--- src/rtl/mmio_pkg.sv ---
// mmio_pkg: shared response codes, FSM states and default slave map for the MMIO demux
package mmio_pkg;
  localparam logic [1:0] OKAY = 2'b00;
  localparam logic [1:0] DECERR = 2'b11;
  localparam int NSLV_DEF = 3;
  localparam logic [2:0][15:0] SLV_BASE_DEF = {16'h0C00, 16'h1000, 16'h0200};
  typedef enum logic [1:0] {IDLE, ADDR, DATA, RESP} state_t;
endpackage

--- src/rtl/mmio_decode.sv ---
// mmio_decode: maps address bits [31:16] onto the lowest matching slave index
module mmio_decode import mmio_pkg::*; #(
  parameter int NSLV = NSLV_DEF,
  parameter logic [NSLV-1:0][15:0] SLV_BASE = SLV_BASE_DEF,
  localparam int IW = NSLV > 1 ? $clog2(NSLV) : 1
) (
  input  logic [15:0]   addr_hi,
  output logic          hit,
  output logic [IW-1:0] idx
);
  always_comb begin
    hit = 1'b0;
    idx = '0;
    for (int i = NSLV - 1; i >= 0; i--)
      if (addr_hi == SLV_BASE[i]) begin
        hit = 1'b1;
        idx = IW'(i);
      end
  end
endmodule

--- src/rtl/mmio_demux.sv ---
// mmio_demux: routes one AXI-lite slave port onto NSLV AXI-lite MMIO masters,
// with independent read and write FSMs and fully registered outputs.
module mmio_demux import mmio_pkg::*; #(
  parameter int NSLV = NSLV_DEF,
  parameter logic [NSLV-1:0][15:0] SLV_BASE = SLV_BASE_DEF
) (
  input  logic               clk,
  input  logic               rst,
  input  logic [31:0]        s_axi_awaddr,
  input  logic               s_axi_awvalid,
  output logic               s_axi_awready,
  input  logic [63:0]        s_axi_wdata,
  input  logic               s_axi_wvalid,
  output logic               s_axi_wready,
  output logic [1:0]         s_axi_bresp,
  output logic               s_axi_bvalid,
  input  logic               s_axi_bready,
  input  logic [31:0]        s_axi_araddr,
  input  logic               s_axi_arvalid,
  output logic               s_axi_arready,
  output logic [63:0]        s_axi_rdata,
  output logic [1:0]         s_axi_rresp,
  output logic               s_axi_rvalid,
  input  logic               s_axi_rready,
  output logic [15:0]        m_axi_awaddr [NSLV],
  output logic [NSLV-1:0]    m_axi_awvalid,
  input  logic [NSLV-1:0]    m_axi_awready,
  output logic [63:0]        m_axi_wdata [NSLV],
  output logic [NSLV-1:0]    m_axi_wvalid,
  input  logic [NSLV-1:0]    m_axi_wready,
  input  logic [1:0]         m_axi_bresp [NSLV],
  input  logic [NSLV-1:0]    m_axi_bvalid,
  output logic [NSLV-1:0]    m_axi_bready,
  output logic [15:0]        m_axi_araddr [NSLV],
  output logic [NSLV-1:0]    m_axi_arvalid,
  input  logic [NSLV-1:0]    m_axi_arready,
  input  logic [63:0]        m_axi_rdata [NSLV],
  input  logic [1:0]         m_axi_rresp [NSLV],
  input  logic [NSLV-1:0]    m_axi_rvalid,
  output logic [NSLV-1:0]    m_axi_rready
);
  localparam int IW = NSLV > 1 ? $clog2(NSLV) : 1;
  state_t rs, rs_n, ws, ws_n;
  logic rd_hit, wr_hit, whit, aw_got, w_got, aw_got_n, w_got_n;
  logic ar_hs, aw_hs, w_hs, m_aw_hs, m_w_hs;
  logic [IW-1:0] rd_idx, wr_idx, ridx, ridx_n, widx, widx_n;
  logic [15:0] araddr_q, awaddr_q;
  logic [63:0] wdata_q;

  mmio_decode #(.NSLV(NSLV), .SLV_BASE(SLV_BASE)) u_rd_dec (.addr_hi(s_axi_araddr[31:16]), .hit(rd_hit), .idx(rd_idx));
  mmio_decode #(.NSLV(NSLV), .SLV_BASE(SLV_BASE)) u_wr_dec (.addr_hi(s_axi_awaddr[31:16]), .hit(wr_hit), .idx(wr_idx));

  // Address and data are broadcast; only the selected slave ever sees a valid.
  for (genvar g = 0; g < NSLV; g++) begin : g_bcast
    assign m_axi_araddr[g] = araddr_q;
    assign m_axi_awaddr[g] = awaddr_q;
    assign m_axi_wdata[g] = wdata_q;
  end

  assign ar_hs = s_axi_arvalid && s_axi_arready;
  assign aw_hs = s_axi_awvalid && s_axi_awready;
  assign w_hs = s_axi_wvalid && s_axi_wready;
  assign m_aw_hs = m_axi_awvalid[widx] && m_axi_awready[widx];
  assign m_w_hs = m_axi_wvalid[widx] && m_axi_wready[widx];
  assign ridx_n = ar_hs ? rd_idx : ridx;
  assign widx_n = aw_hs ? wr_idx : widx;

  always_comb begin
    rs_n = rs;
    case (rs)
      IDLE: if (ar_hs) rs_n = rd_hit ? ADDR : RESP;
      ADDR: if (m_axi_arready[ridx]) rs_n = DATA;
      DATA: if (m_axi_rvalid[ridx]) rs_n = RESP;
      default: if (s_axi_rready) rs_n = IDLE;
    endcase
  end

  always_ff @(posedge clk) begin
    if (rst) begin
      rs <= IDLE;
      ridx <= '0;
      araddr_q <= '0;
      s_axi_arready <= 1'b1;
      s_axi_rvalid <= 1'b0;
      s_axi_rdata <= '0;
      s_axi_rresp <= OKAY;
      m_axi_arvalid <= '0;
      m_axi_rready <= '0;
    end else begin
      rs <= rs_n;
      ridx <= ridx_n;
      if (ar_hs) araddr_q <= s_axi_araddr[15:0];
      if (rs == IDLE && rs_n == RESP) begin
        s_axi_rdata <= '0;
        s_axi_rresp <= DECERR;
      end
      if (rs == DATA && rs_n == RESP) begin
        s_axi_rdata <= m_axi_rdata[ridx];
        s_axi_rresp <= m_axi_rresp[ridx];
      end
      s_axi_arready <= rs_n == IDLE;
      s_axi_rvalid <= rs_n == RESP;
      for (int i = 0; i < NSLV; i++) begin
        m_axi_arvalid[i] <= rs_n == ADDR && ridx_n == IW'(i);
        m_axi_rready[i] <= rs_n == DATA && ridx_n == IW'(i);
      end
    end
  end

  // aw_got/w_got mean "captured upstream" in IDLE and "accepted downstream" in ADDR.
  always_comb begin
    ws_n = ws;
    case (ws)
      IDLE: if ((aw_got || aw_hs) && (w_got || w_hs)) ws_n = (aw_hs ? wr_hit : whit) ? ADDR : RESP;
      ADDR: if ((aw_got || m_aw_hs) && (w_got || m_w_hs)) ws_n = DATA;
      DATA: if (m_axi_bvalid[widx]) ws_n = RESP;
      default: if (s_axi_bready) ws_n = IDLE;
    endcase
    aw_got_n = ws_n == ws && (aw_got || (ws == IDLE ? aw_hs : m_aw_hs));
    w_got_n = ws_n == ws && (w_got || (ws == IDLE ? w_hs : m_w_hs));
  end

  always_ff @(posedge clk) begin
    if (rst) begin
      ws <= IDLE;
      aw_got <= 1'b0;
      w_got <= 1'b0;
      whit <= 1'b0;
      widx <= '0;
      awaddr_q <= '0;
      wdata_q <= '0;
      s_axi_awready <= 1'b1;
      s_axi_wready <= 1'b1;
      s_axi_bvalid <= 1'b0;
      s_axi_bresp <= OKAY;
      m_axi_awvalid <= '0;
      m_axi_wvalid <= '0;
      m_axi_bready <= '0;
    end else begin
      ws <= ws_n;
      aw_got <= aw_got_n;
      w_got <= w_got_n;
      widx <= widx_n;
      if (aw_hs) begin
        whit <= wr_hit;
        awaddr_q <= s_axi_awaddr[15:0];
      end
      if (w_hs) wdata_q <= s_axi_wdata;
      if (ws == IDLE && ws_n == RESP) s_axi_bresp <= DECERR;
      if (ws == DATA && ws_n == RESP) s_axi_bresp <= m_axi_bresp[widx];
      s_axi_awready <= ws_n == IDLE && !aw_got_n;
      s_axi_wready <= ws_n == IDLE && !w_got_n;
      s_axi_bvalid <= ws_n == RESP;
      for (int i = 0; i < NSLV; i++) begin
        m_axi_awvalid[i] <= ws_n == ADDR && widx_n == IW'(i) && !aw_got_n;
        m_axi_wvalid[i] <= ws_n == ADDR && widx_n == IW'(i) && !w_got_n;
        m_axi_bready[i] <= ws_n == DATA && widx_n == IW'(i);
      end
    end
  end
endmodule
--- config.mk ---
export PLATFORM = sky130hd
export DESIGN_NAME = mmio_demux
export DESIGN_NICKNAME = d
export VERILOG_FILES = /design/src/rtl/mmio_pkg.sv /design/src/rtl/mmio_decode.sv /design/src/rtl/mmio_demux.sv
export SDC_FILE = /design/constraint.sdc
export NUM_CORES = 1
export LEC_CHECK = 0
export CORE_AREA = 8 8 277 279
export CTS_BUF_LIST = sky130_fd_sc_hd__clkbuf_2
export CTS_CLUSTER_DIAMETER = 30
export DETAILED_ROUTE_END_ITERATION = 8
export DIE_AREA = 0 0 285 287
export GPL_ROUTABILITY_DRIVEN = 0
export SLEW_MARGIN = 10
export SYNTH_ARGS = -nofsm -noshare
export SYNTH_HDL_FRONTEND = slang
export SYNTH_SLANG_ARGS = --single-unit
--- constraint.sdc ---
create_clock -name clk -period 2.68 [get_ports clk]
set_input_delay 0.268 -clock clk [delete_from_list [all_inputs] [get_ports clk]]
set_output_delay 0.268 -clock clk [all_outputs]
set_load 0.03 [all_outputs]
==> run_results.csv <==
group,metric,value,unit
global_route,grt_pass1_vias,12330,
logic_synthesis,yosysTopAreaCell,"dfxtp_1",
logic_synthesis,syn_area,10580,um^2
sta,period_needed,2.468,ns
place,portBuffers,729,
cts,clock-root-buffer,"clkbuf_2",
cells_and_area,drive_gt1_share,4.915,%
power,power,10350,uW
logic_synthesis,yosysMostFrequentCell,"nand2_1",
routing,drc,0,
floorplan,io_pins,730,
logic_synthesis,synthTopCellsByCount,"nand2_1 (210), buf_4 (202), dfxtp_1 (195), nor2_1 (150), a21oi_1 (110)",
setup_path,r2r_slack,0.21,ns
floorplan,die-width,285,um
cells_and_area,final_nets,2396,
sta,slew_headroom,49.08,%
setup_path,rr_endpoint,"s_axi_rdata[61]",
logic_synthesis,synth-seq-cells,195,
sta,fmax,405.2,MHz
cells_and_area,final_cell_area,19990,um^2
setup_path,startpoint_type,"register",
logic_synthesis,async_flop_share,0,%
logic_synthesis,synth_edf_count,0,
routing,drt-initial-drc-count,567,
cts,cts_sinks,195,
global_route,antenna_found_initial,18,
setup_path,worstPathArrival,3.37,ns
sta,worst_slew_pin_slew,0.7568,ns
floorplan,core-area,72340,um^2
power,max-vdd-ir-drop,0.2930,mV
cts,clkSlewWorstSetupHoldPaths,0.30,ns
place,post-dp-hpwl,50.95,mm
logic_synthesis,synth.area.top_cells,"dfxtp_1 (37%), buf_4 (14%), nand2_1 (7.4%)",
power,leakagePower,0.007994,uW
power,powerDensity,517.8,nW/um^2
setup_path,required,3.59,ns
floorplan,fp.dieArea,81800,um^2
sta,setup_viol,0,
sta,fin_ws,0.2121,ns
logic_synthesis,syn-num-nets,1667,
sta,skew,0.04613,ns
cts,insertion_delay,0.98,ns
setup_path,crit_fanout,30,
place,placed_cell_area,17500,um^2
routing,drt_pass1_iterations,4,
routing,viasPerCell,3.955,
global_route,overflow,0,
logic_synthesis,yosysTopAreaCellShare,36.89,%
floorplan,die-height,287,um
cells_and_area,fin_util,27.64,%
sta,drv_slew,0,
routing,ant_nets,0,
global_route,grt_max_degree,71,
sta,period_share,92.08,%
logic_synthesis,syn_inst,1313,
setup_path,path_class,"register to register",
logic_synthesis,yosys_warnings,0,
setup_path,rr_worst_depth,8,
worst_hold_path,hold_path.class,"input pin to register",
cts,cts_setup_buffers,0,
setup_path,critPathLaunch,"ridx[1]",
cells_and_area,area_growth,88.92,%
logic_synthesis,yosys.cell_types.count,52,
setup_path,setup.worst_path.end_class,"register",
cts,numCtsBuffers,17,
routing,vias,11970,
place,preCtsSetupSlack,0.03889,ns
logic_synthesis,yosysSeqAreaShare,36.89,%
global_route,grt_usage,14.38,%
run_status,outcome,"finished, final reports clean",
setup_path,r2r_start,"ridx[1]",
cts,cts_buffer_depth,2,
global_route,grt_pass1_wl,87.46,mm
routing,drt-total-wl,61.76,mm
flow_run,maxCapViolations,0,
floorplan,start_util,14.63,%
sta,finalHoldViolCount,0,
cts,cts_tree,"yes",
routing,routedWlPerCell,20.40,um
setup_path,cp-endpoint,"s_axi_rdata[61]",
cts,htreeDepth,4,
sta,hold-worst-slack,0.2310,ns
logic_synthesis,synthFlopType,"dfxtp_1",
logic_synthesis,syn_avg_cell_area,8.060,um^2
floorplan,num_rows,99,
## critical path, cell delays in order, from the launching register on
cell and delay (ns):
dfxtp_4 0.50, buf_4 0.22, nor2b_4 0.18, buf_4 0.33, a2bb2oi_1 0.11, dlygate4sd3_1 0.55, nor3_1 0.22, nor2_1 0.07
a211oi_1 0.24
## cell families after synthesis
| group | share of synthesized area (%) |
|---|---|
| buffers and inverters | 18.16 |
| AND/OR/NAND/NOR | 20.47 |
| multiplexers | 6.716 |
| flip-flops | 36.89 |
| AO/OA/AOI/OAI | 17.77 |
## cell type report
type	count	area, um^2
antenna	13	32.53
clock buffer	18	90.09
clock inverter	14	140.1
fill	7828	52350
inverter	3	11.26
multi-input combinational	828	4780
sequential	195	3923
tap	959	1200
timing repair buffer	997	9817
## through the flow
step	std cells	TNS [ns]
6_report	3027	0
4_1_cts	3014	0
2_1_floorplan	1313	0
3_5_place_dp	2744	0
5_1_grt	3021	-0.4896
3_3_place_gp	2744	0
## placed cells by master (no fill, tap or decap), drive strengths merged, types with 2 or more instances in the layout
master,count
mux2i,71
nand3b,3
nor4bb,2
buf,32
clkdlybuf4s50,543
dfxtp,195
and4b,5
nor2b,7
inv,11
o21a,5
o211ai,3
nand2b,2
nand4,2
dlygate4sd3,238
a211oi,64
clkinvlp,2
a21oi,111
clkbuf,18
dlymetal6s2s,15
nor4b,6
diode,13
dlygate4sd2,169
a31oi,4
nand2,211
nor2,150
clkinv,3
o21ai,6
o311a,3
and4,2
and2,7
nor3,68
a32oi,2
a2bb2oi,65
o31a,2
nor4,12
## how the worst min path moves through the flow
stage                          start           to  cells past startpoint
detailed placement       wdata_q[36]  wdata_q[36]                      2
global route            s_axi_wvalid  wdata_q[39]                      5
floorplan            s_axi_araddr[0]  araddr_q[0]                      2
finish                  s_axi_wvalid  wdata_q[49]                      5
global placement         wdata_q[10]  wdata_q[10]                      2
CTS                 s_axi_awaddr[25]      widx[0]                      4
## flip-flops by register name (all words and copies together), names as in the netlist, 16 cells and up
signal	cells
awaddr_q	16
s_axi_rdata	64
araddr_q	16
wdata_q	64
## where the power goes
part	switching, uW	leakage (uW)	internal, uW	total [uW]
combinational	2930	0.00626	2150	5080
sequential	422	0.00160	3250	3670
clock	1230	0.000140	376	1610
## what timing repair did
| item | 4_1_cts | 5_1_grt |
|---|---|---|
| endpoints found under the hold margin | 193 | 0 |
| endpoints found under the setup margin | 176 | 18 |
| hold buffers | 238 | 0 |
| resized for setup | 180 | 16 |
| gates cloned | 0 | 0 |
## metal layers
metal  track usage [%]  share of wire (%)  vias to the layer above
met5                 0              0.019                        -
met4             3.628                1.6                        2
met3             4.568                7.9                       40
met2             26.65                 52                      504
met1             15.73                 38                     5606
li1                  -                  -                     5819
No activity file was read; power rests on OpenSTA's default activity.
